**src/rtl/nocif_dram_write_eg_pkg.sv**
```systemverilog
// Shared definitions for the DRAM write-response egress.
// Covers the cq payload layout and the per-thread context record.
package nocif_dram_write_eg_pkg;
    localparam int THREAD_ID_W = 4;
    localparam int NUM_TID     = 1 << THREAD_ID_W;
    localparam int REQ_ACK_BIT = 0;
    localparam int LEN_LSB     = 1;
    localparam int LEN_W       = 2;
    localparam int CTX_W       = LEN_W + 1;

    typedef struct packed {
        logic [LEN_W-1:0] axi_len;
        logic             require_ack;
    } ctx_t;
endpackage

```
**src/rtl/nocif_dram_write_eg_ctx_fifo.sv**
```systemverilog
// Single-thread register FIFO holding write contexts until their B response.
module nocif_dram_write_eg_ctx_fifo #(
    parameter int DEPTH = 4,
    parameter int W     = 3
) (
    input  logic         clk,
    input  logic         rst,
    input  logic         push,
    input  logic [W-1:0] push_data,
    input  logic         pop,
    output logic         full,
    output logic         empty,
    output logic [W-1:0] head
);
    localparam int AW = $clog2(DEPTH);

    logic [AW:0]  wr_ptr, rd_ptr;
    logic [W-1:0] mem [DEPTH];

    always_ff @(posedge clk or posedge rst) begin
        if (rst) begin
            wr_ptr <= '0;
            rd_ptr <= '0;
        end else begin
            if (push) wr_ptr <= wr_ptr + (AW+1)'(1);
            if (pop)  rd_ptr <= rd_ptr + (AW+1)'(1);
        end
    end

    always_ff @(posedge clk) begin
        if (push) mem[wr_ptr[AW-1:0]] <= push_data;
    end

    // Extra MSB tells a full wrap apart from empty.
    assign empty = (wr_ptr == rd_ptr);
    assign full  = (wr_ptr[AW] != rd_ptr[AW]) && (wr_ptr[AW-1:0] == rd_ptr[AW-1:0]);
    assign head  = mem[rd_ptr[AW-1:0]];
endmodule

```
**src/rtl/nocif_dram_write_eg_cpl.sv**
```systemverilog
// Write-response egress: per-thread context FIFOs, B consumption,
// per-client completion pulses and credit return to ingress.
module nocif_dram_write_eg_cpl
    import nocif_dram_write_eg_pkg::*;
#(
    parameter int NUM_CLIENTS = 5,
    parameter int CQ_DEPTH    = 4,
    parameter int AXI_ID_W    = 8
) (
    input  logic                   nvdla_core_clk,
    input  logic                   nvdla_core_rst,
    input  logic                   cq_wr_pvld,
    output logic                   cq_wr_prdy,
    input  logic [3:0]             cq_wr_thread_id,
    input  logic [2:0]             cq_wr_pd,
    input  logic                   noc2mcif_axi_b_bvalid,
    output logic                   noc2mcif_axi_b_bready,
    input  logic [AXI_ID_W-1:0]    noc2mcif_axi_b_bid,
    output logic [NUM_CLIENTS-1:0] mcif2client_wr_rsp_complete,
    output logic                   eg2ig_axi_vld,
    output logic [1:0]             eg2ig_axi_len,
    output logic [8:0]             eg_os_cnt,
    output logic                   eg_err
);
    logic [NUM_CLIENTS-1:0]            full, empty, push_v, pop_v;
    logic [NUM_CLIENTS-1:0][CTX_W-1:0] heads;
    logic [NUM_TID-1:0]                full_pad, empty_pad;
    logic [THREAD_ID_W-1:0]            bt;
    logic                              tid_ok, bt_ok, b_fire, push_any, push_bad, pop_ok;
    ctx_t                              push_ctx, head_sel;
    logic [NUM_CLIENTS-1:0]            cmp_nxt;

    assign full_pad  = NUM_TID'(full);
    assign empty_pad = NUM_TID'(empty);
    assign bt        = noc2mcif_axi_b_bid[THREAD_ID_W-1:0];
    assign tid_ok    = {1'b0, cq_wr_thread_id} < (THREAD_ID_W+1)'(NUM_CLIENTS);
    assign bt_ok     = {1'b0, bt} < (THREAD_ID_W+1)'(NUM_CLIENTS);

    // Out-of-range thread ids are swallowed so ingress never stalls on them.
    assign cq_wr_prdy = tid_ok ? !full_pad[cq_wr_thread_id] : 1'b1;
    assign push_any   = cq_wr_pvld && cq_wr_prdy;
    assign push_bad   = push_any && !tid_ok;

    assign push_ctx.axi_len     = cq_wr_pd[LEN_LSB +: LEN_W];
    assign push_ctx.require_ack = cq_wr_pd[REQ_ACK_BIT];

    assign b_fire = noc2mcif_axi_b_bvalid && noc2mcif_axi_b_bready;
    assign pop_ok = b_fire && bt_ok && !empty_pad[bt];

    always_comb begin
        head_sel = '0;
        push_v   = '0;
        pop_v    = '0;
        cmp_nxt  = '0;
        for (int i = 0; i < NUM_CLIENTS; i++) begin
            if (bt == THREAD_ID_W'(i)) head_sel = heads[i];
            push_v[i] = push_any && tid_ok && (cq_wr_thread_id == THREAD_ID_W'(i));
            pop_v[i]  = pop_ok && (bt == THREAD_ID_W'(i));
        end
        for (int i = 0; i < NUM_CLIENTS; i++)
            cmp_nxt[i] = pop_v[i] && head_sel.require_ack;
    end

    genvar g;
    generate
        for (g = 0; g < NUM_CLIENTS; g++) begin : g_fifo
            nocif_dram_write_eg_ctx_fifo #(
                .DEPTH (CQ_DEPTH),
                .W     (CTX_W)
            ) u_fifo (
                .clk       (nvdla_core_clk),
                .rst       (nvdla_core_rst),
                .push      (push_v[g]),
                .push_data (push_ctx),
                .pop       (pop_v[g]),
                .full      (full[g]),
                .empty     (empty[g]),
                .head      (heads[g])
            );
        end
    endgenerate

    always_ff @(posedge nvdla_core_clk or posedge nvdla_core_rst) begin
        if (nvdla_core_rst) begin
            noc2mcif_axi_b_bready       <= 1'b0;
            eg2ig_axi_vld               <= 1'b0;
            eg2ig_axi_len               <= '0;
            mcif2client_wr_rsp_complete <= '0;
            eg_os_cnt                   <= '0;
            eg_err                      <= 1'b0;
        end else begin
            noc2mcif_axi_b_bready       <= 1'b1;
            eg2ig_axi_vld               <= pop_ok;
            if (pop_ok) eg2ig_axi_len   <= head_sel.axi_len;
            mcif2client_wr_rsp_complete <= cmp_nxt;
            // Dropped pushes and error pops leave the count untouched.
            eg_os_cnt <= eg_os_cnt + 9'(push_any && tid_ok) - 9'(pop_ok);
            if (push_bad || (b_fire && !pop_ok)) eg_err <= 1'b1;
        end
    end
endmodule
```
**config.mk**
```make
export PLATFORM = sky130hd
export DESIGN_NAME = nocif_dram_write_eg_cpl
export DESIGN_NICKNAME = d
export VERILOG_FILES = /design/src/rtl/nocif_dram_write_eg_pkg.sv /design/src/rtl/nocif_dram_write_eg_ctx_fifo.sv /design/src/rtl/nocif_dram_write_eg_cpl.sv
export SDC_FILE = /design/constraint.sdc
export NUM_CORES = 1
export LEC_CHECK = 0
export ABC_AREA = 1
export BUFFER_PORTS_ARGS = -buffer_cell sky130_fd_sc_hd__buf_2
export CORE_MARGIN = 5
export CORE_UTILIZATION = 38
export DETAILED_ROUTE_END_ITERATION = 10
export PLACE_DENSITY_LB_ADDON = 0.08
export SYNTH_ARGS = -nofsm -noshare
export SYNTH_HDL_FRONTEND = slang
export SYNTH_SLANG_ARGS = --single-unit
```
**constraint.sdc**
```tcl
create_clock -name nvdla_core_clk -period 5.6 [get_ports nvdla_core_clk]
set_clock_uncertainty 0.2 [all_clocks]
set_input_delay 0.56 -clock nvdla_core_clk [delete_from_list [all_inputs] [get_ports nvdla_core_clk]]
set_output_delay 0.56 -clock nvdla_core_clk [all_outputs]
set_load 0.05 [all_outputs]
```
==> results of run 1 <==
==> power breakdown <==
| part | switching [mW] | total (mW) | internal, mW |
|---|---|---|---|
| clock | 0.270 | 0.611 | 0.341 |
| combinational | 0.526 | 0.801 | 0.275 |
| sequential | 0.0909 | 1.03 | 0.935 |
==> metrics by stage <==
stage | std cells | setup WS, ns | hold slack (ns) | util
after floorplan | 586 | 2.46 | 0.289 | -
after global placement | 794 | 1.88 | 0.271 | 0.410
after detailed placement | 794 | 1.87 | 0.269 | 0.410
after CTS | 810 | 2.05 | 0.252 | 0.429
after global routing | 810 | 1.73 | 0.289 | 0.429
final | 810 | 2.04 | 0.261 | 0.429
==> state kept, by name (all words and copies together) (netlist names) <==
register / flops
g_fifo.u_fifo.wr_ptr: 15
eg2ig_axi_len: 2
g_fifo.u_fifo.mem: 60
eg_os_cnt: 9
g_fifo.u_fifo.rd_ptr: 15
eg2ig_axi_vld: 1
noc2mcif_axi_b_bready: 1
eg_err: 1
mcif2client_wr_rsp_complete: 5
==> cells by family (layout without fill, tap and decap cells) <==
family / after synthesis / after routing
AO/OA/AOI/OAI: 53 / 53
XOR/XNOR: 29 / 29
adder cells (fa/ha/maj): 35 / 35
buffers and inverters: 87 / 127
flip-flops: 109 / 109
other: 1 / 1
AND/OR/NAND/NOR: 272 / 272
==> layout make-up <==
| cell class | instances | area share |
|---|---|---|
| Clock buffer | 15 | 0.0449 |
| Inverter | 77 | 0.0465 |
| Timing Repair Buffer | 34 | 0.0274 |
| Multi-Input combinational cell | 390 | 0.356 |
| Clock inverter | 1 | 0.000604 |
| Tap cell | 184 | 0.0371 |
| Sequential cell | 109 | 0.487 |
==> worst max path at each step <==
stage                               start  depth (start not counted)           end
2_1_floorplan  g_fifo[4].u_fifo.rd_ptr[0]                         18  eg_os_cnt[6]
3_3_place_gp        noc2mcif_axi_b_bid[0]                         18  eg_os_cnt[6]
3_5_place_dp        noc2mcif_axi_b_bid[0]                         18  eg_os_cnt[6]
4_1_cts        g_fifo[2].u_fifo.rd_ptr[0]                         18  eg_os_cnt[6]
5_1_grt        g_fifo[0].u_fifo.rd_ptr[1]                         20  eg_os_cnt[6]
6_report       g_fifo[2].u_fifo.rd_ptr[0]                         18  eg_os_cnt[6]
==> worst max-delay path, delay by kind of cell, from the launching register on <==
kind	cells	cell delay, ns
flip-flops	1	0.50
AO/OA/AOI/OAI	2	0.26
buffers and inverters	3	0.17
AND/OR/NAND/NOR	8	1.04
XOR/XNOR	2	0.42
adder cells (fa/ha/maj)	3	0.88
==> routing by layer <==
layer | part of all wire | vias to the layer above
met5 | 0 | -
met4 | 0.029 | 0
met3 | 0.023 | 21
met2 | 0.48 | 45
met1 | 0.47 | 1914
li1 | - | 2016
==> cells in the final DEF, fill, tap and decap left out, types with 15 or more instances in the layout <==
cell type,instances
o21ai_0,20
inv_1,71
buf_2,34
nor2_1,65
dfrtp_1,49
nand4_1,35
nand3_1,32
ha_1,34
nand2_1,130
xor2_1,19
edfxtp_1,60
a21oi_1,15
==> key figures, run 1 <==
Setup path
  • Depth of the most critical reg-to-reg path: 18
  • FF-to-FF setup slack: 2.04 ns
  • Critical path required time: 5.68 ns
  • CP peak stage delay: 0.50 ns
  • RR Startpoint: g_fifo[2].u_fifo.rd_ptr[0]
  • Worst Path Arrival: 3.63 ns
  • CP Class: reg2reg
  • CP cell instances: xnor2_1 > nand2_1 > o21ai_1 > inv_1 > nor2_1 > nand2_2 > nand2_1 > inv_2 > ha_1 > inv_1 > ha_1 > fa_1 > nand3_1 > nand2_1 > a21oi_1 > nor2_1 > nor2_1 > xnor2_1
  • Slowest CP cell: dfrtp_1
  • Critical-path maximum fanout: 17
  • CP endpoint kind: flop
  • R2R Path End: eg_os_cnt[6]
  • Critical Path Source Type: flop

Detailed routing
  • # DRC: 0
  • Routed WL: 12.2 mm
  • ANT nets after route: 0
  • DR pass1 iterations: 6
  • Via count: 3996
  • Vias per inst: 4.93
  • DRT iter0 DRCs: 166
  • Routed len/inst: 15.1 microns

Synthesis
  • Synth Area in XOR/XNOR: 0.0468
  • Syn Inst Count: 586
  • Top cell types by occurrence after synthesis: nand2_1, inv_1, nor2_1, edfxtp_1, dfrtp_1
  • Top-count cell post-synth: nand2_1
  • Yosys reg bits: 109
  • Fraction of registers with async set/reset: 0.450
  • Largest area contributor in the netlist: edfxtp_1
  • Synth Warn #: 0
  • Post-synthesis cell area: 5590 sq um
  • Synth Area in Compound Gates: 0.0557
  • Avg Inst Size Synth: 9.54 sq um
  • Adder-cell share of the synthesized area: 0.0797
  • Largest family of logic cells by synthesized area: simple AND/OR/NAND/NOR gates
  • Syn Nets: 640
  • Mux cell area share after synthesis: 0
  • Top_reg_cell synth: edfxtp_1
  • Post-synthesis sequential area ratio: 0.542
  • Number of synthesized flops with an enable pin: 60
  • Simple-gate share of the synthesized area: 0.213
  • Share of the synthesized area in the top cell type: 0.322
  • Yosys cell types: 34
  • Synth area leaders: edfxtp_1, dfrtp_1, nand2_1, ha_1, inv_1

STA
  • RSZ-0062 raised after global routing: false
  • Fin. max-slew vios: 0
  • Final setup violation count: 0
  • Post-layout min period: 3.56 ns
  • Setup TNS: 0 ns
  • Worst Max-Slew Pin Slew: 1.08 ns
  • Final hold violations: 0
  • Tcrit/Tclk final: 0.635
  • Fmax: 281 MHz
  • Worst relative slew slack: 0.281

Global routing
  • Grt ovf: 0
  • Met3 Usage GRT: 0.0268
  • Largest net degree at the start of global routing: 50
  • Global-route wire length before repair: 20.3 mm
  • Global Route Usage Sum: 0.147
  • GR Util met1: 0.189
  • GR peak layer: met2
  • Vias in the first global route: 4081
  • Initial antenna violation count: 0
  • GR Layer Usage met2: 0.239

Power and ir drop
  • PwrDens: 392 nW/um^2
  • Worst VDD drop: 142 uV
  • Overall power: 2.44 mW
  • LEAKAGE: 2.87 nW

Clock tree
  • Clock Path Buffers: 2
  • Clock sink count: 109
  • CTS root buf: clkbuf_16
  • CTS resizes: 0
  • Post-CTS setup buffers: 0
  • H-tree depth: 3
  • CTS Buf Count: 9
  • CTS tree: done
  • CTS Hold Buffers Added: 0
  • Worst skew pair latency: 0.35 ns
  • Reg clk slew, reported paths: 0.07 ns

Layout
  • Multi-input logic area: 2210 sq um
  • # diodes: 0
  • Fillers: 1428
  • Area Growth Syn to Fin: 11.2%
  • Design area: 6210 sq um
  • Layout cells sized above 1: 0.0990
  • Final nets: 675
  • Sequential Area: 3030 sq um

Floorplanning
  • Boundary pin count: 39
  • Die Ht: 131 microns
  • Initial core utilization: 0.386
  • Die X: 131 microns
  • Core footprint: 14500 sq um
  • Die ar.: 17200 sq um
  • Number of cell rows: 44

Worst hold path
  • Worst hold path class: in2async

Place
  • Gpl congestion: 0.784
  • Buffers on Ports: 34
  • Area after DPL: 5930 sq um
  • Detailed placement HPWL: 8.87 mm

Run
  • Max-cap violations: 0

Status
  • Status: completed
(Power assumes the default switching activity.)
==> inputs of run 2 (changes only) <==
clock period = 3.5 ns   (was 5.6 ns; I/O delays follow)
==> key figures, run 2 (synthesis results as in run 1) <==
Status
  • Status: completed

Setup path
  • CP cell instances: inv_2 > nand2_1 > nand2_1 > nand2_1 > o21ai_1 > inv_1 > nor2_1 > nand2_2 > nand2_1 > inv_2 > ha_1 > inv_1 > ha_1 > fa_1 > nand3_1 > nand2_1 > a21oi_1 > nor2_1 > nor2_1 > xnor2_1
  • Most common cell on crit path: nand2_1
  • CP peak stage delay: 0.46 ns
  • CP Class: reg2reg
  • Critical path required time: 3.58 ns
  • Critical-path maximum fanout: 7
  • Critical Path Source Type: flop
  • FF-to-FF setup slack: 0.33 ns
  • Slowest CP cell: dfrtp_1
  • Depth of the most critical reg-to-reg path: 20
  • CP endpoint kind: flop
  • Worst Path Arrival: 3.25 ns

Global routing
  • Initial antenna violation count: 0
  • Global-route wire length before repair: 20.7 mm
  • Largest net degree at the start of global routing: 50
  • Grt ovf: 0
  • Global Route Usage Sum: 0.150
  • Vias in the first global route: 3969

Layout
  • Max reg flops: 60
  • Non-filler instance count after layout: 820
  • Layout cells sized above 1: 0.120
  • Final core utilization: 0.436
  • Design area: 6310 sq um
  • Most frequent cells in the layout: nand2_1, inv_1, nor2_1, edfxtp_1, dfrtp_1
  • Area Growth Syn to Fin: 12.9%
  • Final nets: 684
  • Most common cell after layout, fill and taps aside: nand2_1

Detailed routing
  • # DRC: 0
  • DRT iter0 DRCs: 226
  • Routed len/inst: 15.2 microns
  • DR pass1 iterations: 5
  • Via count: 3993
  • Vias per inst: 4.87
  • Routed WL: 12.5 mm
  • ANT nets after route: 0

Power and ir drop
  • Pint: 2.57 mW
  • Sequential share of power: 0.406
  • LEAKAGE: 2.93 nW
  • Overall power: 4.01 mW
  • PwrDens: 636 nW/um^2
  • Clock group share of total power: 0.266
  • Comb pwr share: 0.329
  • Worst VDD drop: 333 uV
  • Sw Share: 0.358
  • NetSw: 1.44 mW

Worst hold path
  • Hold Path Depth: 3
  • Worst hold path class: in2reg

STA
  • Fin. max-slew vios: 0
  • Tightest hold margin: 0.0557 ns
  • Post-layout min period: 3.17 ns
  • Setup ws final: 0.330 ns
  • Worst Max-Slew Pin Slew: 1.09 ns
  • Setup TNS: 0 ns
  • RSZ-0062 raised after global routing: false
  • Fmax: 315 MHz
  • Final setup violation count: 0
  • Worst relative slew slack: 0.275
  • Tcrit/Tclk final: 0.906
  • Final hold violations: 0

Place
  • Area after DPL: 6000 sq um
  • Dpl cells: 803
  • Detailed placement HPWL: 9.08 mm
  • Buffers on Ports: 34
  • DP Worst Slack: 0.293 ns
  • Gpl congestion: 0.842

Run
  • Max-cap violations: 0

Clock tree
  • Clock Path Buffers: 2
  • H-tree depth: 3
  • Reg clk slew, reported paths: 0.07 ns
  • CTS Buf Count: 9
  • CTS root buf: clkbuf_16
  • Post-CTS setup buffers: 0
  • Clock sink count: 109
  • CTS tree: done
  • Worst skew pair latency: 0.35 ns

Floorplanning
  • Initial core utilization: 0.386
  • Die Ht: 131 microns
  • Die ar.: 17200 sq um
  • Die X: 131 microns
  • Boundary pin count: 39
  • Number of cell rows: 44
  • Core footprint: 14500 sq um
## run 2: layout make-up
class / count / area [sq um]
diodes: 1 / 2.50
clock buffers: 11 / 233
clock inverters: 5 / 75.1
fillers: 1455 / 8170
inverters: 77 / 289
multi-input cells: 390 / 2210
flip-flops and latches: 109 / 3030
well taps: 184 / 230
repair buffers: 43 / 238
## run 2: what timing repair did
item                                    CTS  global route
hold buffers                              0             0
endpoints found under the setup margin    0             1
endpoints found under the hold margin     0             0
resized for setup                         0             2
## run 2: power by group through the flow
| stage | logic [mW] | registers [mW] | clock network (mW) |
|---|---|---|---|
| floorplan | 0.834 | 1.84 | 0 |
| global placement | 1.32 | 1.65 | 0 |
| detailed placement | 1.33 | 1.66 | 0 |
| CTS | 1.33 | 1.63 | 1.09 |
| global route | 1.50 | 1.65 | 1.16 |
| finish | 1.32 | 1.63 | 1.07 |
## run 2: worst paths after layout
path | start | to
min in group asynchronous | nvdla_core_rst | noc2mcif_axi_b_bready
setup reg to reg | g_fifo[2].u_fifo.rd_ptr[1] | eg_os_cnt[6]
hold / removal | noc2mcif_axi_b_bvalid | eg_err
setup / recovery | g_fifo[2].u_fifo.rd_ptr[1] | eg_os_cnt[6]
max in group asynchronous | nvdla_core_rst | g_fifo[0].u_fifo.rd_ptr[0]
hold reg to reg | eg2ig_axi_len[1] | eg2ig_axi_len[1]
## run 2: worst max-delay path: cells and delay by family, from the launching register on
| family | cells | cell delay [ns] |
|---|---|---|
| compound gates | 2 | 0.27 |
| simple gates | 10 | 0.88 |
| flops | 1 | 0.46 |
| fa+ha+maj | 3 | 0.88 |
| xor+xnor | 1 | 0.12 |
| buf+inv | 4 | 0.29 |
## run 2: per-layer routing
metal	vias to the layer above	share of wire	track usage
met1	1886	0.46	0.194
met2	57	0.49	0.250
met5	-	0	0
met4	0	0.017	0.0429
li1	2035	-	-
met3	15	0.035	0.0401
